$ cat src/rtl/serial_sub_pkg.sv
// serial_sub_pkg: shared state encoding and default width for the bit-serial subtractor
package serial_sub_pkg;
    typedef enum logic [1:0] {IDLE, SHIFT, DONE} sub_state_t;
    localparam int DEF_WIDTH = 8;
endpackage

$ cat src/rtl/serial_subtractor_if.sv
// serial_subtractor_if: start/busy/done handshake plus operand/result bus for serial_subtractor.
// Signals: start,a,b (requester -> subtractor); busy,done,diff,borrow_out[,ovf] (subtractor -> requester).
// ovf is present only when SERIAL_SUB_OVF_EN is defined.
interface serial_subtractor_if #(parameter int WIDTH = serial_sub_pkg::DEF_WIDTH);
    logic             start;
    logic [WIDTH-1:0] a;
    logic [WIDTH-1:0] b;
    logic             busy;
    logic             done;
    logic [WIDTH-1:0] diff;
    logic             borrow_out;
`ifdef SERIAL_SUB_OVF_EN
    logic             ovf;
    modport master (output start, a, b, input busy, done, diff, borrow_out, ovf);
    modport slave  (input start, a, b, output busy, done, diff, borrow_out, ovf);
`else
    modport master (output start, a, b, input busy, done, diff, borrow_out);
    modport slave  (input start, a, b, output busy, done, diff, borrow_out);
`endif
endinterface

$ cat src/rtl/serial_subtractor_full_subtractor.sv
// full_subtractor: one-bit combinational subtractor cell.
// Ports: x (minuend bit), y (subtrahend bit), bi (borrow in) -> d (difference), bo (borrow out).
module full_subtractor (
    input  logic x,
    input  logic y,
    input  logic bi,
    output logic d,
    output logic bo
);
    assign d  = x ^ y ^ bi;
    assign bo = (~x & y) | (~(x ^ y) & bi);
endmodule

$ cat src/rtl/serial_subtractor.sv
// serial_subtractor: bit-serial a-b, LSB first, one bit per clock through a single full_subtractor.
// Ports: clk, rst (async, active-high), bus (serial_subtractor_if.slave: start,a,b in; busy,done,diff,borrow_out out).
// Optional: SERIAL_SUB_OVF_EN adds the registered signed-overflow output bus.ovf.
module serial_subtractor
    import serial_sub_pkg::*;
#(
    parameter int WIDTH = DEF_WIDTH
) (
    input  logic               clk,
    input  logic               rst,
    serial_subtractor_if.slave bus
);
    localparam int CW = $clog2(WIDTH);

    sub_state_t       state, state_nxt;
    logic [WIDTH-1:0] a_sr, b_sr, diff_q;
    logic [WIDTH-2:0] diff_sr;
    logic [WIDTH-1:0] diff_cat;
    logic [CW-1:0]    cnt;
    logic             borrow, borrow_q, d, bo, last, accept;

    full_subtractor u_fs (.x(a_sr[0]), .y(b_sr[0]), .bi(borrow), .d(d), .bo(bo));

    assign last     = cnt == CW'(WIDTH - 1);
    // start is honoured in IDLE and DONE only; while shifting it is ignored
    assign accept   = bus.start && state != SHIFT;
    // new bit enters at the top; after WIDTH shifts the LSB has reached bit 0
    assign diff_cat = {d, diff_sr};

    always_ff @(posedge clk or posedge rst)
        if (rst) state <= IDLE;
        else     state <= state_nxt;

    always_comb begin
        state_nxt = state;
        state_nxt = state == SHIFT ? (last ? DONE : SHIFT) : (bus.start ? SHIFT : IDLE);
    end

    assign bus.busy       = state == SHIFT;
    assign bus.done       = state == DONE;
    assign bus.diff       = diff_q;
    assign bus.borrow_out = borrow_q;

`ifdef SERIAL_SUB_OVF_EN
    logic ovf_q;
    assign bus.ovf = ovf_q;
    // on the last bit a_sr[0]/b_sr[0] hold the operand MSBs and d is the result MSB
    always_ff @(posedge clk or posedge rst)
        if (rst)                        ovf_q <= 1'b0;
        else if (state == SHIFT && last) ovf_q <= (a_sr[0] != b_sr[0]) && (d != a_sr[0]);
`endif

    always_ff @(posedge clk or posedge rst) begin
        if (rst) begin
            a_sr     <= '0;
            b_sr     <= '0;
            diff_sr  <= '0;
            diff_q   <= '0;
            cnt      <= '0;
            borrow   <= 1'b0;
            borrow_q <= 1'b0;
        end else if (accept) begin
            a_sr   <= bus.a;
            b_sr   <= bus.b;
            cnt    <= '0;
            borrow <= 1'b0;
        end else if (state == SHIFT) begin
            a_sr    <= {1'b0, a_sr[WIDTH-1:1]};
            b_sr    <= {1'b0, b_sr[WIDTH-1:1]};
            diff_sr <= diff_cat[WIDTH-1:1];
            borrow  <= bo;
            cnt     <= cnt + 1'b1;
            if (last) begin
                diff_q   <= diff_cat;
                borrow_q <= bo;
            end
        end
    end
endmodule

$ cat src/flat_wrapper.sv
// flat-port wrapper written by rule: the top's interface ports become plain ports
module serial_subtractor_flat import serial_sub_pkg::*;
#(
    parameter int WIDTH = DEF_WIDTH
)
  (clk, rst, bus_start, bus_a, bus_b, bus_busy, bus_done, bus_diff, bus_borrow_out);
  serial_subtractor_if #(.WIDTH(WIDTH)) bus_i ();
  input  logic clk;
  input  logic rst;
  input wire logic [$bits(bus_i.start)-1:0] bus_start;
  input wire logic [$bits(bus_i.a)-1:0] bus_a;
  input wire logic [$bits(bus_i.b)-1:0] bus_b;
  output wire logic [$bits(bus_i.busy)-1:0] bus_busy;
  output wire logic [$bits(bus_i.done)-1:0] bus_done;
  output wire logic [$bits(bus_i.diff)-1:0] bus_diff;
  output wire logic [$bits(bus_i.borrow_out)-1:0] bus_borrow_out;
  assign bus_i.start = bus_start;
  assign bus_i.a = bus_a;
  assign bus_i.b = bus_b;
  assign bus_busy = bus_i.busy;
  assign bus_done = bus_i.done;
  assign bus_diff = bus_i.diff;
  assign bus_borrow_out = bus_i.borrow_out;
  serial_subtractor #(.WIDTH(WIDTH)) u_core (.clk(clk), .rst(rst), .bus(bus_i));
endmodule
$ cat config.mk
export PLATFORM = sky130hd
export DESIGN_NAME = serial_subtractor_flat
export DESIGN_NICKNAME = d
export VERILOG_FILES = /design/src/rtl/serial_sub_pkg.sv /design/src/rtl/serial_subtractor_if.sv /design/src/rtl/serial_subtractor_full_subtractor.sv /design/src/rtl/serial_subtractor.sv /design/src/flat_wrapper.sv
export SDC_FILE = /design/constraint.sdc
export NUM_CORES = 1
export LEC_CHECK = 0
export ABC_AREA = 1
export BUFFER_PORTS_ARGS = -buffer_cell sky130_fd_sc_hd__clkbuf_2
export CORE_UTILIZATION = 30
export CTS_CLUSTER_SIZE = 25
export DETAILED_ROUTE_END_ITERATION = 16
export PLACE_DENSITY = 0.57
export SYNTH_ARGS = -nofsm -noshare
export SYNTH_HDL_FRONTEND = slang
export SYNTH_HIERARCHICAL = 1
export SYNTH_SLANG_ARGS = --single-unit
$ cat constraint.sdc
create_clock -name clk -period 2 [get_ports clk]
set_clock_uncertainty 0.05 [all_clocks]
set_input_delay 0 -clock clk [delete_from_list [all_inputs] [get_ports clk]]
set_output_delay 0 -clock clk [all_outputs]
set_load 0.005 [all_outputs]
# Word-level counts from Yosys, hierarchy flattened
# Cells that the tools add are included.
# totals
wordCells,36
out_inout_bits,11
ff_bits,38
in_bits,19
# op_classes
bitwise_logic,8
eq_ne,4
addsub,1
mux,11
n_reduce_logical,4
# op_table
cell,count
$mux 8,4
$mux 3,2
$mux 2,2
$add 3x1->3 const B,1
$eq 3x3->1 const B,1
$mux 1,3
$not 1->1,3
$reduce_and 3->1,1
$and 1x1->1,2
$eq 2x1->1 const B,1
$eq 2x2->1 const B,1
$ne 2x1->1 const B,1
$reduce_and 2->1,1
$reduce_bool 2->1,1
$xor 1x1->1,2
$logic_and 1x1->1,1
$or 1x1->1,1

# Depth between registers and ports, before layout
# depth
word_depth,6
depth_mapped,7
ltp_nobuf,6

# Modules after synthesis
# Netlist, hierarchy kept.
# by_module_without_submodules
module,cells_per_inst,area_per_inst_um2,n_inst,seq_area_each_um2
serial_subtractor,185,1640.3,1,950.9
full_subtractor,4,31.3,1,0.0

# Least setup slack after synthesis
# Ideal clock, no wire load.
# synth_path
kind,register to register
from,register u_core.cnt[0]
to,"register u_core.diff_q[1], in the netlist u_core/bus.diff[1]"
t_required_ns,1.834
path_stages_with_launch,8
synth_period_minus_slack_ns,1.250
setup_slack_ns,0.750
arrival_ns,1.084
setup_ns,0.116
path_buffers,1
path_cell_list,dfrtp_1 -> ha_1 -> ha_1 -> inv_1 -> nor2_1 -> buf_4 -> nand2_1 -> nand2_1
# synth_between
elab_chain_len,2
# synth_rtl
element,line_no,source
from (decl),serial_subtractor.sv:19,logic [CW-1:0] cnt;
from (signal assigned),serial_subtractor.sv:72,cnt <= cnt + 1'b1;
$eq 3x3->1,serial_subtractor.sv:24,assign last = cnt == CW'(WIDTH - 1);
$reduce_and 3->1 (no line),n/a,
to (signal assigned),serial_subtractor.sv:74,diff_q <= diff_cat;
to (decl),serial_subtractor.sv:16,"logic [WIDTH-1:0] a_sr, b_sr, diff_q;"
# No other way between the ends.
# A chain may end at the register's enable or synchronous reset.

# Final worst setup path
# layout_path
from,register u_core.cnt[0]
to,"register u_core.diff_q[7], in the netlist u_core/bus.diff[7]"
# The elaborated chain is that of the path after synthesis.

==> results.yml <==
power:
  p_per_area_mw_per_mm2: 1330
  internal-power_mw: 1.82
  power.ir.vdd_worst_mv: 0.559
  clock_power_share: 0.230
  p_leak_nw: 1.12
  pwr-share-seq: 0.444
  comb_power_share: 0.326
  total_power_mw: 2.82
  power.net_switching_mw: 1.00
  switching_part_of_the_total: 0.356
sta:
  unrepaired_setup_endpoints_after_global_routing: "no"
  fmax_mhz: 644
  fin_crit_ps: 1550
  fin_setup_tns_ps: 0
  hold_viol_final: 0
  worst-slew-pin-transition_ps: 613
  fin_hold_ws_ps: 164
  slew_violations: 0
  worst_slack_ps: 447
  setup_viol: 0
  finalCritPeriodShare: 0.777
  slew_headroom: 0.590
route:
  drtPass1Iterations: 4
  wl_per_cell_um: 10.8
  antenna_violating_nets_post_route: 0
  route.detailed.vias_per_inst: 4.39
  detailroute.via_count: 1342
  drt_wl_total_um: 3300
  drt_initial_violations: 76
  drt_drc_violations_left: 0
global_routing:
  grt_pass1_vias: 1335
  grt_max_degree: 39
  all_layer_global_routing_usage: 0.127
  antenna_found_initial: 0
  grt.overflow.total: 0
  first_pass_grt_wire_length_um: 5910
cells_and_area:
  syn_to_final_growth_pct: 26.9
  final.fill_count: 545
  drive_gt1_frac: 0.191
  final_util: 0.405
  final_area_mm2: 0.00212
  final_nets: 257
  layoutNonFillerInstCount: 306
  n_antenna_cell: 0
place:
  dp.final_hpwl_um: 2050
  postPlaceCellArea_mm2: 0.00184
  post-place-ws_ps: 456
  port_buffers: 29
  placed_cells_incl_taps: 281
  place.gp.congestion: 0.684
synthesis:
  ys.flop_type: "sky130_fd_sc_hd__dfrtp_1"
  mappedNetlistArea_mm2: 0.00167
  yosysWarningCount: 6
  syn_inst: 189
  syn_avg_cell_area_um2: 8.84
  yosys.area.top_type: "sky130_fd_sc_hd__dfrtp_1"
  yosysTopAreaCellShare: 0.569
  synth-seq-area-share: 0.569
  synth.lib_cells_used.distinct: 13
  synth_common_cells: "78 x sky130_fd_sc_hd__nand2_1, 44 x sky130_fd_sc_hd__nand3_1, 38 x sky130_fd_sc_hd__dfrtp_1"
  synth.ff_latch_count: 38
  synthMostInstantiatedCell: "sky130_fd_sc_hd__nand2_1"
  synth_fp_nets: 211
  synth_edf_count: 0
  synth.top_cells.by_area: "sky130_fd_sc_hd__dfrtp_1 57%, sky130_fd_sc_hd__nand2_1 18%, sky130_fd_sc_hd__nand3_1 13%, sky130_fd_sc_hd__buf_6 4.0%, sky130_fd_sc_hd__inv_1 1.6%"
  ys_async_sr_fraction: 1.00
floorplanning:
  core_mm2: 0.00524
  die-width_um: 76.6
  die_h_um: 76.6
  die_area_mm2: 0.00587
  top_level_ports: 30
  row_count: 26
  floorplan.initialDensity: 0.319
clocking:
  cts_tree: "done"
  cts.repair.resized: 0
  numCtsBuffers: 5
  worstSkewPairLatency_ps: 290
  cts_max_path_buffers: 2
  cts_num_sinks: 38
  cts.clk_slew.worst_paths_ps: 80
  clockRootBuffer: "sky130_fd_sc_hd__clkbuf_8"
  ctsHtreeMaxLevel: 2
critical_path:
  timing.critical_path.required_ps: 2180
  timing.critical_path.arrival_ps: 1730
  critPathKind: "register to register"
  critical_path.max_fanout: 11
  end_kind: "register"
  critical_path.startpoint_type: "register"
job:
  drv_cap: 0
outcome:
  run_status: "finished clean"
worst_hold_path:
  timing.hold.worst.class: "input pin to register"
## layout make-up
type / count / area (µm²) / share of cell area
Clock inverter: 3 / 45.0 / 0.0212
Tap cell: 70 / 87.6 / 0.0413
Timing Repair Buffer: 49 / 338 / 0.159
Clock buffer: 5 / 68.8 / 0.0324
Multi-Input combinational cell: 132 / 597 / 0.281
Sequential cell: 38 / 951 / 0.448
Inverter: 9 / 33.8 / 0.0159
## cells by family (layout without fill, tap and decap cells)
| family | count (synthesis) | after routing | synth area share |
|---|---|---|---|
| flip-flops | 38 | 38 | 0.569 |
| adder cells (fa/ha/maj) | 3 | 3 | 0.0269 |
| buffers and inverters | 19 | 66 | 0.0741 |
| AND/OR/NAND/NOR | 129 | 129 | 0.330 |
## flip-flops by register name, summed over array words and instances, names as in the netlist
name,cells
u_core/bus.borrow_out,1
u_core/cnt,3
u_core/b_sr,8
u_core/diff_sr,7
u_core/a_sr,8
u_core/borrow,1
u_core/state,2
u_core/bus.diff,8
## what timing repair did
item                                   in CTS  in global routing
hold buffers                               17                  0
setup endpoints to repair                   0                  0
endpoints found under the hold margin      54                  0
buffers inserted                            0                  0
## worst paths after layout
path,start,to,slack [ps],cells past startpoint
min in group asynchronous,rst,u_core/b_sr[5],290,4
worst max register to register,u_core/cnt[0],u_core/bus.diff[7],450,6
worst min register to register,u_core/borrow,u_core/borrow,430,2
max in group asynchronous,rst,u_core/a_sr[6],1270,4
worst max-delay path,u_core/cnt[0],u_core/bus.diff[7],450,6
worst min-delay path,bus_start,u_core/b_sr[7],160,3
## power groups by stage
stage / registers (mW) / logic (mW) / clock network (mW)
floorplan: 1.24 / 0.742 / 0
finish: 1.25 / 0.919 / 0.650
CTS: 1.25 / 0.935 / 0.673
detailed placement: 1.27 / 0.908 / 0
global placement: 1.26 / 0.893 / 0
global route: 1.30 / 1.08 / 0.711
## critical path, cell delays in order (launching register included)
cell	delay (ps)
sky130_fd_sc_hd__dfrtp_1	380
sky130_fd_sc_hd__ha_1	160
sky130_fd_sc_hd__ha_1	170
sky130_fd_sc_hd__inv_1	50
sky130_fd_sc_hd__nor2_1	480
sky130_fd_sc_hd__nand2_1	120
sky130_fd_sc_hd__nand2_1	90
## routing by layer
metal	global-route usage	up-vias	share of wire
li1	-	690	-
met1	0.164	616	0.50
met2	0.205	31	0.45
met3	0.0347	5	0.042
met4	0.0462	0	0.0094
met5	0	-	0
## cell usage in the layout, fill, tap and decap left out, drive strengths merged
cell type and count:
clkbuf 34, bufinv 1, dfrtp 38, nand3 44
nand2 80, clkinvlp 2, buf 3, inv 9
fa 1, dlygate4sd3 17, ha 2, nor2 5
Power figures use the tool's default switching activity.
